$ cat config.mk
export PLATFORM = sky130hd
export DESIGN_NAME = seq_pattern_gen
export DESIGN_NICKNAME = d
export VERILOG_FILES = /design/src/rtl/seq_pattern_gen.sv
export SDC_FILE = /design/constraint.sdc
export NUM_CORES = 1
export LEC_CHECK = 0
export BUFFER_PORTS_ARGS = -buffer_cell sky130_fd_sc_hd__buf_2
export CAP_MARGIN = 20
export CORE_MARGIN = 4
export CORE_UTILIZATION = 60
export CTS_BUF_LIST = sky130_fd_sc_hd__clkbuf_8
export DETAILED_ROUTE_END_ITERATION = 10
export PLACE_DENSITY = 0.86
export SYNTH_ARGS = -nofsm -noshare
export SYNTH_HDL_FRONTEND = slang
export SYNTH_SLANG_ARGS = --single-unit
$ cat constraint.sdc
create_clock -name clk -period 6.05 [get_ports clk]
set_input_delay 0.605 -clock clk [delete_from_list [all_inputs] [get_ports clk]]
set_output_delay 0.605 -clock clk [all_outputs]
set_load 0.02 [all_outputs]
$ cat src/rtl/seq_pattern_gen.sv
// Serial bit-pattern transmitter: shifts a latched pattern out MSB-first,
// repeating it with an optional idle gap, and flags completion with done.
module seq_pattern_gen #(
  parameter int PW  = 16,
  parameter int LW  = 4,
  parameter int RW  = 4,
  parameter int GAP = 2
) (
  input  logic          clk,
  input  logic          reset,
  input  logic          start,
  input  logic          abort,
  input  logic [PW-1:0] pattern,
  input  logic [LW-1:0] len,
  input  logic [RW-1:0] repeat_n,
  output logic          out_bit,
  output logic          valid,
  output logic          busy,
  output logic          done,
  output logic [2:0]    led
);

  localparam int GW = (GAP > 1) ? $clog2(GAP) : 1;
  localparam logic [GW-1:0] GAP_INIT = GW'((GAP > 0) ? GAP - 1 : 0);

  typedef enum logic [2:0] {
    IDLE = 3'b000,
    SEND = 3'b001,
    GAPS = 3'b010,
    DONE = 3'b011
  } state_t;

  state_t        state;
  logic [PW-1:0] pat;
  logic [LW-1:0] len_q;
  logic [LW-1:0] idx;
  logic [RW-1:0] rep;
  logic [GW-1:0] gcnt;
  logic [LW-1:0] len_c;

  // Out-of-range lengths are clamped to the widest pattern.
  always_comb begin
    len_c = len;
    if (int'(len) > PW - 1)
      len_c = LW'(PW - 1);
  end

  assign led = state;

  // Transmit FSM with registered serial outputs.
  always_ff @(posedge clk or negedge reset) begin
    if (!reset) begin
      state   <= IDLE;
      pat     <= '0;
      len_q   <= '0;
      idx     <= '0;
      rep     <= '0;
      gcnt    <= '0;
      out_bit <= 1'b0;
      valid   <= 1'b0;
      busy    <= 1'b0;
      done    <= 1'b0;
    end else if (abort) begin
      state   <= IDLE;
      out_bit <= 1'b0;
      valid   <= 1'b0;
      busy    <= 1'b0;
      done    <= 1'b0;
    end else begin
      unique case (state)
        IDLE: begin
          out_bit <= 1'b0;
          valid   <= 1'b0;
          busy    <= 1'b0;
          done    <= 1'b0;
          if (start) begin
            state   <= SEND;
            pat     <= pattern;
            len_q   <= len_c;
            idx     <= len_c;
            rep     <= repeat_n;
            out_bit <= pattern[len_c];
            valid   <= 1'b1;
            busy    <= 1'b1;
          end
        end
        SEND: begin
          if (idx == '0) begin
            if (rep == '0) begin
              state   <= DONE;
              out_bit <= 1'b0;
              valid   <= 1'b0;
              busy    <= 1'b0;
              done    <= 1'b1;
            end else begin
              rep <= rep - RW'(1);
              if (GAP > 0) begin
                state   <= GAPS;
                gcnt    <= GAP_INIT;
                out_bit <= 1'b0;
                valid   <= 1'b0;
              end else begin
                idx     <= len_q;
                out_bit <= pat[len_q];
              end
            end
          end else begin
            idx     <= idx - LW'(1);
            out_bit <= pat[idx - LW'(1)];
          end
        end
        GAPS: begin
          if (gcnt == '0) begin
            state   <= SEND;
            idx     <= len_q;
            out_bit <= pat[len_q];
            valid   <= 1'b1;
          end else begin
            gcnt <= gcnt - GW'(1);
          end
        end
        DONE: begin
          state <= IDLE;
          done  <= 1'b0;
        end
        default: begin
          state   <= IDLE;
          out_bit <= 1'b0;
          valid   <= 1'b0;
          busy    <= 1'b0;
          done    <= 1'b0;
        end
      endcase
    end
  end

endmodule

Word-level counts from Yosys, hierarchy flattened
Cells that the tools add are included.
{ "classes": {"add_sub_neg": 3, "mul": 0, "div": 0, "order_cmp": 3, "eq_ne": 15, "shift": 0, "mux": 42, "bitwise": 1, "reduce_logical": 16} }
{ "op_table": {"columns": ["operator", "n"], "rows": [
  ["two-way mux 4 bit", 6],
  ["two-way mux 1 bit", 21],
  ["< comparator 4 x 5 -> 1 bit (second input constant)", 3],
  ["AND reduction 3 bit", 5],
  ["!= test 2 bit (second input constant)", 7],
  ["binary-select mux 1 bit (select 4 bit)", 3],
  ["two-way mux 3 bit", 4],
  ["!= test 3 bit (second input constant)", 4],
  ["one-hot mux 4 bit (3 select lines)", 1],
  ["AND reduction 5 bit", 2],
  ["one-hot mux 3 bit (3 select lines)", 1],
  ["zero test 4 bit", 2],
  ["one-hot mux 1 bit (4 select lines)", 2],
  ["one-hot mux 4 bit (2 select lines)", 1],
  ["subtractor 4 x 1 -> 4 bit (second input constant)", 2],
  ["equality test 3 x 2 -> 1 bit (second input constant)", 2],
  ["one-hot mux 1 bit (2 select lines)", 2],
  ["AND reduction 4 bit", 1],
  ["nonzero test 2 bit", 2],
  ["equality test 3 x 1 -> 1 bit (second input constant)", 1],
  ["zero test 3 bit", 1],
  ["one-hot mux 1 bit (3 select lines)", 1],
  ["nonzero test 3 bit", 1],
  ["!= test 2 x 1 -> 1 bit (second input constant)", 1],
  ["other kinds (4)", 4]
]} }
{ "word_totals": {"register_bits": 36, "latch_bits": 0, "ramBits": 0, "mem_bits_ro": 0, "inputBits": 28, "output_inout_bits": 7, "n_memories": 0} }

Longest topological paths before layout
Gate-level depths: netlist (run 1).
{ "logic_depth": {"word_depth": 6, "mapped_depth": 8} }

Worst setup path after synthesis (run 1)
OpenSTA, ideal clock, no wires.
{ "synth_timing": {"kind": "register to register", "startpoint": "reg state[0] (netlist: led[0])", "endpoint": "reg len_q[1]", "setup_ns": 0.125, "t_arrival_ns": 1.858, "required_ns": 5.925, "setup_slack_ns": 4.067, "stages_incl_launch_ff": 8, "n_path_buf": 2, "period_less_slack_ns": 1.983, "cell_sequence": "dfrtp_1 > inv_1 > ha_1 > nand2_1 > or2_2 > clkbuf_1 > buf_1 > mux2_2"} }
{ "synth_via": {"elab_chain_cells": 2} }
{ "synth_rtl": {"columns": ["element", "line", "rtl"], "rows": [
  ["start: declaration", "33", "state_t state;"],
  ["start signal: assignment", "53", "state <= IDLE;"],
  ["start signal: assignment", "64", "state <= IDLE;"],
  ["start signal: assignment", "77", "state <= SEND;"],
  ["zero test 3 bit", "70", "unique case (state)"],
  ["AND reduction 3 bit (no source line)", null, null],
  ["end signal: assignment", "79", "len_q <= len_c;"],
  ["end: declaration", "35", "logic [LW-1:0] len_q;"]
]} }
No other way between the ends.
A chain may end at the register's enable or synchronous reset.

Final worst setup path (run 1)
{ "layout_timing": {"startpoint": "reg state[1] (netlist: led[1])", "endpoint": "reg rep[2]"} }
{ "layout_via": {"elab_chain_cells": 3, "elab_cells_between_ends": 8, "classes_between": "4 x eq/ne; 1 x mux; 3 x reduce/logical"} }
{ "layout_rtl": {"columns": ["element", "line", "rtl"], "rows": [
  ["equality test 3 x 1 -> 1 bit or zero test 3 bit (tied branches)", "70", null],
  ["!= test 2 bit (no source line) or nonzero test 2 bit (tied branches)", null, null],
  ["AND reduction 5 bit (no source line)", null, null],
  ["end signal: assignment", "81", "rep <= repeat_n;"],
  ["end signal: assignment", "96", "rep <= rep - RW'(1);"],
  ["end: declaration", "37", "logic [RW-1:0] rep;"]
]} }
Several ways; a longest one is shown, not always the timed one.

==> out/metrics.yaml, run 1 <==
vias_after_detailed_routing: 1626
reg2reg_depth: 6
critical-path-slowest-cell: "ha_1"
wl_mm: 4.48
groute.usage.overall_pct: 22.0
clock_sinks: 35
wl_per_cell_microns: 16.7
numPortBuffers: 33
async_flop_share_pct: 100
period_needed_ps: 2320
worst_ep_required_time_ps: 6180
final_antenna_net_count: 0
reg2reg_slack_ps: 3730
post_cts_buffers: 0
final_setup_viols: 0
cts_tree: "built"
cp-end-kind: "register"
setup-tns-final_ps: 0
power.static_leakage_nw: 1.08
synth-adder-area-share_pct: 4.63
num_rows: 21
ys_seq_area_share_pct: 40.5
cts_made_buffers: 5
later_pin_clock_latency_in_the_skew_report_ps: 280
first_pass_grt_wire_length_mm: 7.57
drt_drc_violations_left: 0
diodes: 0
finalInstanceArea_sq_um: 2410
synth-edff-count: 0
yosys_warnings: 0
ys.flop_type: "dfrtp_1"
via_per_inst: 6.04
grt_start_max_net_pins: 36
placed_wire_length_estimate_after_detailed_placement_mm: 3.29
setup.worst_path.start_class: "register"
grt_antenna_before_repair: 0
number_of_standard_cells_after_synthesis: 193
synth_compound_gate_area_share_pct: 12.7
hold_path.class: "primary input to async pin"
vdd_ir_max_uv: 256
power_per_cell_area_nw_per_um2: 500
drv_cap: 0
critical_path.max_fanout: 20
dieHeight_microns: 68.0
nNetsFinal: 258
place_ws_ps: 3770
globalRouteOverflowTotal: 0
run_status: "completed"
syn_nets: 229
yosys.area_share.simple_pct: 12.3
finalHoldWorstSlack_ps: 404
synth_top_family_by_area: "multiplexers"
initial_core_util_pct: 63.3
clock_skew_ps: 5.43
path_class: "register to register"
final_hold_viol_count: 0
cts_root_buffer: "clkbuf_8"
max_clock_freq_ghz: 0.432
cts-root-to-sink-buffers: 2
final_layout_size_suffix_gt1_share_pct: 33.2
core_area_sq_um: 3420
post_dp_cell_area_sq_um: 2330
place.gp.congestion: 0.889
first_global_vias: 1556
final.period_utilization_pct: 38.3
setup_ws_ps: 3730
cts.htree.levels: 2
path_cells: "inv_1, ha_1, nor2_1, a2111oi_4, a21o_1, a21oi_1"
timing.rr.start: "led[1]"
worst_setup_hold_path_clk_slew_ps: 70
die_w_microns: 68.0
pin_count: 35
first_pass_iters: 4
synth.lib_cells_used.distinct: 39
synth.ff_latch_count: 35
worst_rel_slew_slack_pct: 47.3
crit_end: "rep[2]"
critical_path.max_stage_delay_ps: 660
worst-slew-pin-transition_ps: 791
synthMuxAreaShare_pct: 24.7
report.final.slew_viol_count: 0
post_cts_resize_count: 0
syn-cell-area_sq_um: 2160
critical_path_startpoint: "led[1]"
synthesis.area_per_instance_sq_um: 11.2
yosys.area_share.xor_xnor_pct: 0.811
layout-area-overhead-vs-synth_pct: 11.8
rr_endpoint: "rep[2]"
die-area_sq_um: 4630
drt_iter0_markers: 173
worst-endpoint-arrival_ps: 2450
setup_repair_after_global_routing_missed_its_margin: "no"
cts-hold-fix-buffers: 0
## kinds of logic (layout without fill, tap and decap cells)
| family | Yosys count | count (layout) |
|---|---|---|
| flops | 35 | 35 |
| fa+ha+maj | 8 | 8 |
| buf+inv | 21 | 51 |
| other cells | 1 | 1 |
| simple gates | 51 | 51 |
| mux | 36 | 36 |
| compound gates | 39 | 39 |
| xor+xnor | 2 | 2 |
## critical path, delay by kind of cell (launching register included)
| kind | cells | cell delay, ps |
|---|---|---|
| simple gates | 1 | 190 |
| compound gates | 3 | 790 |
| flops | 1 | 430 |
| fa+ha+maj | 1 | 660 |
| buf+inv | 1 | 100 |
## registers in the layout, summed over array words and instances (netlist names)
| name | cells |
|---|---|
| idx | 4 |
| out_bit | 1 |
| pat | 16 |
| gcnt | 1 |
| rep | 4 |
| busy | 1 |
| done | 1 |
| valid | 1 |
| led | 2 |
| len_q | 4 |
## through the flow
step / util (%) / total power [mW] / std cells
after floorplan: - / 0.919 / 193
final: 70.7 / 1.21 / 269
after CTS: 70.7 / 1.21 / 269
after global routing: 70.7 / 1.31 / 269
after detailed placement: 68.3 / 1.05 / 261
after global placement: 68.3 / 1.03 / 261
## layout by cell type, fill, tap and decap left out, types with 7 or more instances in the layout
master and count:
dfrtp_1 35, buf_2 33, mux2_2 19, nand2_1 13, inv_1 12, nor2_1 12
mux4_2 12, o21ai_0 10, ha_1 8, nor3_1 7, a21oi_1 7
## cell usage after synthesis, types with 2 or more instances
master / instances / area share (%)
a211oi_1: 5 / 1.7
a21o_1: 3 / 1.0
a21oi_1: 7 / 1.6
a22oi_1: 3 / 1.0
and2_1: 2 / 0.58
buf_2: 4 / 0.93
clkbuf_1: 5 / 0.87
dfrtp_1: 35 / 41
ha_1: 8 / 4.6
inv_1: 10 / 1.7
mux2_2: 19 / 9.9
mux2i_1: 5 / 2.3
mux4_2: 12 / 13
nand2_1: 13 / 2.3
nand2b_1: 4 / 1.2
nor2_1: 12 / 2.1
nor2b_1: 5 / 1.4
nor3_1: 7 / 1.6
nor3b_1: 2 / 0.69
o21ai_0: 10 / 2.3
o22ai_1: 2 / 0.58
o31ai_1: 2 / 0.69
xor2_1: 2 / 0.81
## worst min-delay path by stage
stage | slack (ps) | to | startpoint
3_3_place_gp | 490 | idx[1] | idx[1]
6_report | 400 | rep[3] | reset
4_1_cts | 420 | rep[1] | reset
2_1_floorplan | 310 | busy | reset
3_5_place_dp | 500 | idx[1] | idx[1]
5_1_grt | 450 | pat[4] | reset
## final cells by class
| class | count | area [sq um] |
|---|---|---|
| multi-input cells | 137 | 1200 |
| fillers | 248 | 1000 |
| flip-flops and latches | 35 | 876 |
| repair buffers | 33 | 165 |
| clock buffers | 5 | 68.8 |
| well taps | 46 | 57.6 |
| inverters | 10 | 37.5 |
| clock inverters | 3 | 12.5 |
## layer usage
| metal | global-route usage, % | wire length [microns] | vias up | share of wire, % |
|---|---|---|---|---|
| li1 | - | - | 764 | - |
| met1 | 29.8 | 1930 | 809 | 43 |
| met2 | 36.0 | 2280 | 51 | 51 |
| met3 | 5.09 | 251 | 2 | 5.6 |
| met4 | 5.21 | 17 | 0 | 0.38 |
| met5 | 0 | 0 | - | 0 |
## power breakdown
part	switching (mW)	internal, mW
Clock	0.0828	0.0774
Combinational	0.267	0.320
Sequential	0.117	0.343
Total	0.466	0.740
(Power assumes the default switching activity.)
==> run 2: changes to the inputs <==
--- a/config.mk
+++ b/config.mk
@@ -8,10 +8,10 @@
 export BUFFER_PORTS_ARGS = -buffer_cell sky130_fd_sc_hd__buf_2
 export CAP_MARGIN = 20
 export CORE_MARGIN = 4
-export CORE_UTILIZATION = 60
+export CORE_UTILIZATION = 58
 export CTS_BUF_LIST = sky130_fd_sc_hd__clkbuf_8
 export DETAILED_ROUTE_END_ITERATION = 10
-export PLACE_DENSITY = 0.86
+export PLACE_DENSITY = 0.84
 export SYNTH_ARGS = -nofsm -noshare
 export SYNTH_HDL_FRONTEND = slang
 export SYNTH_SLANG_ARGS = --single-unit
==> constraint.sdc (replaced) <==
create_clock -name clk -period 2.4 [get_ports clk]
set_input_delay 0.24 -clock clk [delete_from_list [all_inputs] [get_ports clk]]
set_output_delay 0.24 -clock clk [all_outputs]
set_load 0.02 [all_outputs]
==> run 2 against run 1 <==
  * Via count decreased by 0.68%
  * Critical path depth increased by 1
  * Largest cell class unchanged
  * Setup slack got worse by 3400 ps
==> out/metrics.yaml, run 2 (synthesis results as in run 1) <==
run_status: "completed"
dieHeight_microns: 69.0  # +1.5%
layout-area-overhead-vs-synth_pct: 14.5
filler_cell_count: 284  # +15%
groute.usage.overall_pct: 21.2  # -0.83 points
setup_ws_ps: 320  # -3410 ps
placed_wire_length_estimate_after_detailed_placement_mm: 3.58  # +8.7%
cts-root-to-sink-buffers: 2  # unchanged
grt_antenna_before_repair: 0  # unchanged
wl_per_cell_microns: 17.1  # +2.6%
pin_count: 35  # unchanged
final_layout_size_suffix_gt1_share_pct: 35.0  # +1.8 points
power_per_cell_area_nw_per_um2: 1320  # +160%
mostFrequentLayoutCell: "dfrtp_1"
max_reg_flops: 16  # unchanged
core_area_sq_um: 3470  # +1.5%
report.final.slew_viol_count: 0  # unchanged
hold_path.class: "primary input to async pin"
num_rows: 21  # unchanged
largest-register: "pat"
cts_tree: "built"
grt_start_max_net_pins: 36  # unchanged
post_cts_buffers: 0  # unchanged
vdd_ir_max_uv: 650  # +150%
cts.htree.levels: 2  # unchanged
drv_cap: 0  # unchanged
drt_drc_violations_left: 0  # unchanged
nNetsFinal: 261  # +1.2%
max_clock_freq_ghz: 0.481  # +11%
initial_core_util_pct: 62.3  # -0.96 points
power.static_leakage_nw: 1.10  # +2.4%
post_cts_resize_count: 0  # unchanged
critical_path_startpoint: "idx[1]"
final_hold_viol_count: 0  # unchanged
first_pass_iters: 4  # unchanged
final.period_utilization_pct: 86.6  # +48 points
worst_setup_hold_path_clk_slew_ps: 70  # about the same
clock_sinks: 35  # unchanged
cts-hold-fix-buffers: 0  # unchanged
period_needed_ps: 2080  # -236 ps
final_antenna_net_count: 0  # unchanged
worst-endpoint-arrival_ps: 2250  # -200 ps
setup.worst_path.start_class: "register"
die_w_microns: 69.0  # +1.5%
setup_repair_after_global_routing_missed_its_margin: "no"
first_pass_grt_wire_length_mm: 8.20  # +8.4%
drt_iter0_markers: 77  # -55%
setup-tns-final_ps: 0  # unchanged
die-area_sq_um: 4770  # +3.0%
reg2reg_slack_ps: 320  # -3410 ps
vias_after_detailed_routing: 1615  # -0.68%
final_setup_viols: 0  # unchanged
cp-end-kind: "register"
layout.cells.most_common_list: "dfrtp_1 (35), buf_2 (33), mux2_2 (19)"
worst_ep_required_time_ps: 2580  # -3600 ps
later_pin_clock_latency_in_the_skew_report_ps: 290  # about the same
globalRouteOverflowTotal: 0  # unchanged
numPortBuffers: 33  # unchanged
cts_made_buffers: 5  # unchanged
critical_path.max_fanout: 8  # -60%
wl_mm: 4.65  # +3.8%
cts_root_buffer: "clkbuf_8"
diodes: 0  # unchanged
first_global_vias: 1682  # +8.1%
place_ws_ps: 340  # -3430 ps
clock_skew_ps: 4.82  # -0.613 ps
worst_rel_slew_slack_pct: 49.0  # +1.7 points
worst-slew-pin-transition_ps: 765  # -25.3 ps
place.gp.congestion: 0.852  # -4.1%
timing.rr.start: "idx[1]"
path_class: "register to register"
via_per_inst: 5.94  # -1.8%
-- run 2: cell count changes in the layout (fill, tap and decap cells not counted), sizes merged --
cell,previous run,this run
buf,33,36
bufinv,0,1
inv,12,10
clkbuf,5,6
-- run 2: worst max-delay path, stage by stage (launching register included) --
cell       delay [ps]
dfrtp_1           400
inv_1              90
ha_1              170
nor3b_4           310
nand2b_2          140
a2111oi_4         600
a21o_1            190
a21oi_1            60
-- run 2: per-layer routing --
layer,share of wire [%],global-route usage [%]
met4,1.2,6.51
met5,0,0
met1,43,27.9
met3,4.9,5.52
met2,50,34.3
-- run 2: final timing paths --
kind                       endpoint  cells after the start
min in group clk             pat[0]                      2
min                          rep[2]                      1
min reg2reg                    busy                      2
max in group asynchronous   pat[13]                      1
max reg2reg                  rep[3]                      7
max                          rep[3]                      7
-- run 2: through the flow --
stage | instance area [sq um] | power [mW] | util, % | hold WS [ps] | instances
final | 2470 | 3.26 | 71.3 | 17.2 | 272
after global routing | 2470 | 3.52 | 71.3 | 80.0 | 272
after CTS | 2470 | 3.27 | 71.3 | 30.6 | 272
after detailed placement | 2360 | 2.72 | 67.9 | 349 | 264
after global placement | 2360 | 2.64 | 67.9 | 356 | 264
after floorplan | 2160 | 2.32 | - | -55.6 | 193
-- run 2: final cells by class --
cell class              count  area, sq um  share of cell area (%)
clock inverters             2         35.0                    1.42
well taps                  46         57.6                    2.33
inverters                  10         37.5                    1.52
multi-input cells         137         1200                    48.4
repair buffers             36          188                    7.59
flip-flops and latches     35          876                    35.4
clock buffers               6         82.6                    3.34
-- run 2: power by group --
| group | switching, mW | internal [mW] | total (mW) |
|---|---|---|---|
| Clock | 0.209 | 0.336 | 0.545 |
| Sequential | 0.278 | 0.865 | 1.14 |
| Combinational | 0.736 | 0.838 | 1.57 |
| Total | 1.22 | 2.04 | 3.26 |
==> run 3: changes to the inputs <==
--- a/config.mk
+++ b/config.mk
@@ -5,10 +5,11 @@
 export SDC_FILE = /design/constraint.sdc
 export NUM_CORES = 1
 export LEC_CHECK = 0
+export ABC_AREA = 1
 export BUFFER_PORTS_ARGS = -buffer_cell sky130_fd_sc_hd__buf_2
 export CAP_MARGIN = 20
 export CORE_MARGIN = 4
-export CORE_UTILIZATION = 58
+export CORE_UTILIZATION = 59
 export CTS_BUF_LIST = sky130_fd_sc_hd__clkbuf_8
 export DETAILED_ROUTE_END_ITERATION = 10
 export PLACE_DENSITY = 0.84
==> run 3 against run 2 <==
  * Setup slack improved by 150 ps
  * Critical path type unchanged
  * Register-to-register slack improved by 150 ps
  * Combinational power rose by 12%
  * Die area rose by 5.8%
  * Wire length rose by 19%
  * Sequential power barely moved
  * Largest cell class unchanged
  * Total power rose by 1.6%
  * Global-route usage rose by 2.6 points
  * Cell area rose by 4.9%
  * Critical path depth rose by 2
  * First-iteration DRC count rose by 120%
==> out/metrics.yaml, run 3 <==
path_common_cell: "nor2_1"
total_switching_power_mw: 1.59  # +30%
max_reg_flops: 16  # unchanged
nNetsFinal: 401  # +54%
synth.ff_latch_count: 35  # unchanged
post_dp_cell_area_sq_um: 2510  # +6.4%
later_pin_clock_latency_in_the_skew_report_ps: 290  # about the same
cts_made_buffers: 5  # unchanged
critical-path-slowest-cell: "ha_1"
die-area_sq_um: 5040  # +5.8%
run_status: "completed"
rr_endpoint: "busy"
finalHoldWorstSlack_ps: 25.2  # +8.03 ps
largest-register: "pat"
switching_share_pct: 47.9  # +10 points
cts.htree.levels: 2  # unchanged
final_layout_size_suffix_gt1_share_pct: 16.4  # -19 points
netlist.area_leader.share_pct: 37.4  # -3.2 points
syn-cell-area_sq_um: 2340  # +8.5%
placed_wire_length_estimate_after_detailed_placement_mm: 4.32  # +21%
reg2reg_depth: 9  # +2
path_cells: "inv_1, ha_1, inv_4, nor2_1, o21ai_2, o211ai_1, a21oi_2, nor2_1, a21oi_1"
synth-edff-count: 0  # unchanged
synth_most_common_cell: "nand2_1"
cp-end-kind: "register"
finalInstanceArea_sq_um: 2590  # +4.9%
ys.flop_type: "dfrtp_1"
wl_per_cell_microns: 13.4  # -21%
final_antenna_net_count: 0  # unchanged
initial_core_util_pct: 62.6  # +0.30 points
reg2reg_slack_ps: 470  # +150 ps
dieHeight_microns: 71.0  # +2.9%
grt_start_max_net_pins: 36  # unchanged
hold_path.class: "primary input to async pin"
final.period_utilization_pct: 80.3  # -6.3 points
cts_root_buffer: "clkbuf_8"
drt_drc_violations_left: 0  # unchanged
max_clock_freq_ghz: 0.519  # +7.9%
filler_cell_count: 338  # +19%
setup.worst_path.start_class: "register"
cts-root-to-sink-buffers: 2  # unchanged
wl_mm: 5.55  # +19%
synthesis.area_per_instance_sq_um: 6.97  # -38%
power.static_leakage_nw: 1.38  # +24%
place_ws_ps: 496  # +157 ps
drv_cap: 0  # unchanged
final_hold_viol_count: 0  # unchanged
internal_power_mw: 1.73  # -15%
setup_repair_after_global_routing_missed_its_margin: "no"
worst_setup_hold_path_clk_slew_ps: 70  # about the same
post_cts_resize_count: 0  # unchanged
worst_ep_required_time_ps: 2580  # about the same
multi_input_area_sq_um: 1170  # -2.5%
drt_iter0_markers: 169  # +120%
report.final.slew_viol_count: 0  # unchanged
layout-area-overhead-vs-synth_pct: 10.7
async_flop_share_pct: 100  # unchanged
groute.usage.overall_pct: 23.8  # +2.6 points
yosys_warnings: 0  # unchanged
critical_path.max_fanout: 10  # +2
synth_top_cells_by_area: "dfrtp_1 (37%), nand2_1 (16%), nand3_1 (8.1%), inv_1 (8.0%), o21ai_0 (6.8%)"
post_cts_buffers: 0  # unchanged
setup_ws_ps: 472  # +152 ps
pin_count: 35  # unchanged
power.share.clock_pct: 12.9  # -3.8 points
power_mw: 3.31  # +1.6%
first_pass_iters: 4  # unchanged
share_comb_of_total_power_pct: 53.0  # +4.8 points
worst_rel_slew_slack_pct: 48.6  # -0.34 points
mostFrequentLayoutCell: "nand2_1"
worst-slew-pin-transition_ps: 770  # +5.14 ps
clock_skew_ps: 7.56  # +2.75 ps
final_setup_viols: 0  # unchanged
setup-tns-final_ps: 0  # unchanged
layout.cells.most_common_list: "nand2_1 (102), inv_1 (50), nand3_1 (38)"
vias_after_detailed_routing: 2240  # +39%
power_per_cell_area_nw_per_um2: 1280  # -3.2%
path_class: "register to register"
dp.cells: 406  # +54%
ys_seq_area_share_pct: 37.4  # -3.2 points
final-instance-count-excl-fill: 413  # +52%
diodes: 0  # unchanged
synth_top_cell_by_area: "dfrtp_1"
clock_sinks: 35  # unchanged
regArea_sq_um: 876  # unchanged
cts-hold-fix-buffers: 0  # unchanged
num_rows: 22  # +4.8%
period_needed_ps: 1930  # -152 ps
via_per_inst: 5.42  # -8.7%
core_area_sq_um: 3740  # +7.9%
synth.lib_cells_used.distinct: 33  # -15%
grt_antenna_before_repair: 0  # unchanged
finish.utilization_pct: 69.3  # -2.0 points
place.gp.congestion: 0.994  # +17%
syn_nets: 372  # +62%
globalRouteOverflowTotal: 0  # unchanged
die_w_microns: 71.0  # +2.9%
number_of_standard_cells_after_synthesis: 336  # +74%
synth_commonest_cells: "nand2_1 (102), inv_1 (50), nand3_1 (38)"
vdd_ir_max_uv: 635  # -2.4%
first_pass_grt_wire_length_mm: 9.65  # +18%
critical_path.max_stage_delay_ps: 430  # -170 ps
worst-endpoint-arrival_ps: 2100  # -150 ps
timing.rr.start: "led[1]"
seqPwrFrac_pct: 34.0  # -1.1 points
cts_tree: "built"
first_global_vias: 2196  # +31%
numPortBuffers: 33  # unchanged
-- run 3: logic make-up after synthesis --
family | after synthesis | synth area share [%]
adder cells (fa/ha/maj) | 8 | 4.27
AO/OA/AOI/OAI | 56 | 14.9
other | 1 | 0.160
AND/OR/NAND/NOR | 165 | 29.6
XOR/XNOR | 2 | 0.748
flip-flops | 35 | 37.4
buffers and inverters | 69 | 12.9
-- run 3: metal layers --
metal | part of all wire (%) | up-vias | GRT usage (%)
met5 | 0 | - | 0
met4 | 1.9 | 0 | 8.14
met3 | 5.7 | 15 | 4.97
met2 | 47 | 63 | 38.5
met1 | 46 | 1040 | 31.8
li1 | - | 1122 | -
-- run 3: how the worst max path moves through the flow --
| stage | start | end | slack (ps) | depth (start not counted) |
|---|---|---|---|---|
| after floorplan | led[0] | rep[2] | 680 | 9 |
| after global placement | led[1] | busy | 590 | 9 |
| after detailed placement | led[1] | rep[2] | 500 | 6 |
| after CTS | led[1] | rep[2] | 470 | 6 |
| after global routing | led[1] | busy | 250 | 9 |
| final | led[1] | busy | 470 | 9 |
-- run 3: critical path: cells and delay by family, from the launching register on --
kind / cells / cell delay, ps
adders and majority gates: 1 / 430
DFF: 1 / 410
AOI/OAI and AO/OA: 4 / 400
and+or+nand+nor: 2 / 310
buffers and inverters: 2 / 240
-- run 3: power groups by stage --
stage / registers (mW) / logic (mW) / clock network [mW]
floorplan: 1.06 / 1.40 / 0
global placement: 1.12 / 1.69 / 0
detailed placement: 1.12 / 1.73 / 0
CTS: 1.12 / 1.75 / 0.429
global route: 1.16 / 2.03 / 0.459
finish: 1.13 / 1.76 / 0.428
-- run 3: cell type report --
type / instances / area share, %
clock buffer: 6 / 3.18
clock inverter: 1 / 0.193
inverter: 57 / 8.44
multi-input combinational: 232 / 45.0
sequential: 35 / 33.8
tap: 48 / 2.31
timing repair buffer: 34 / 7.14
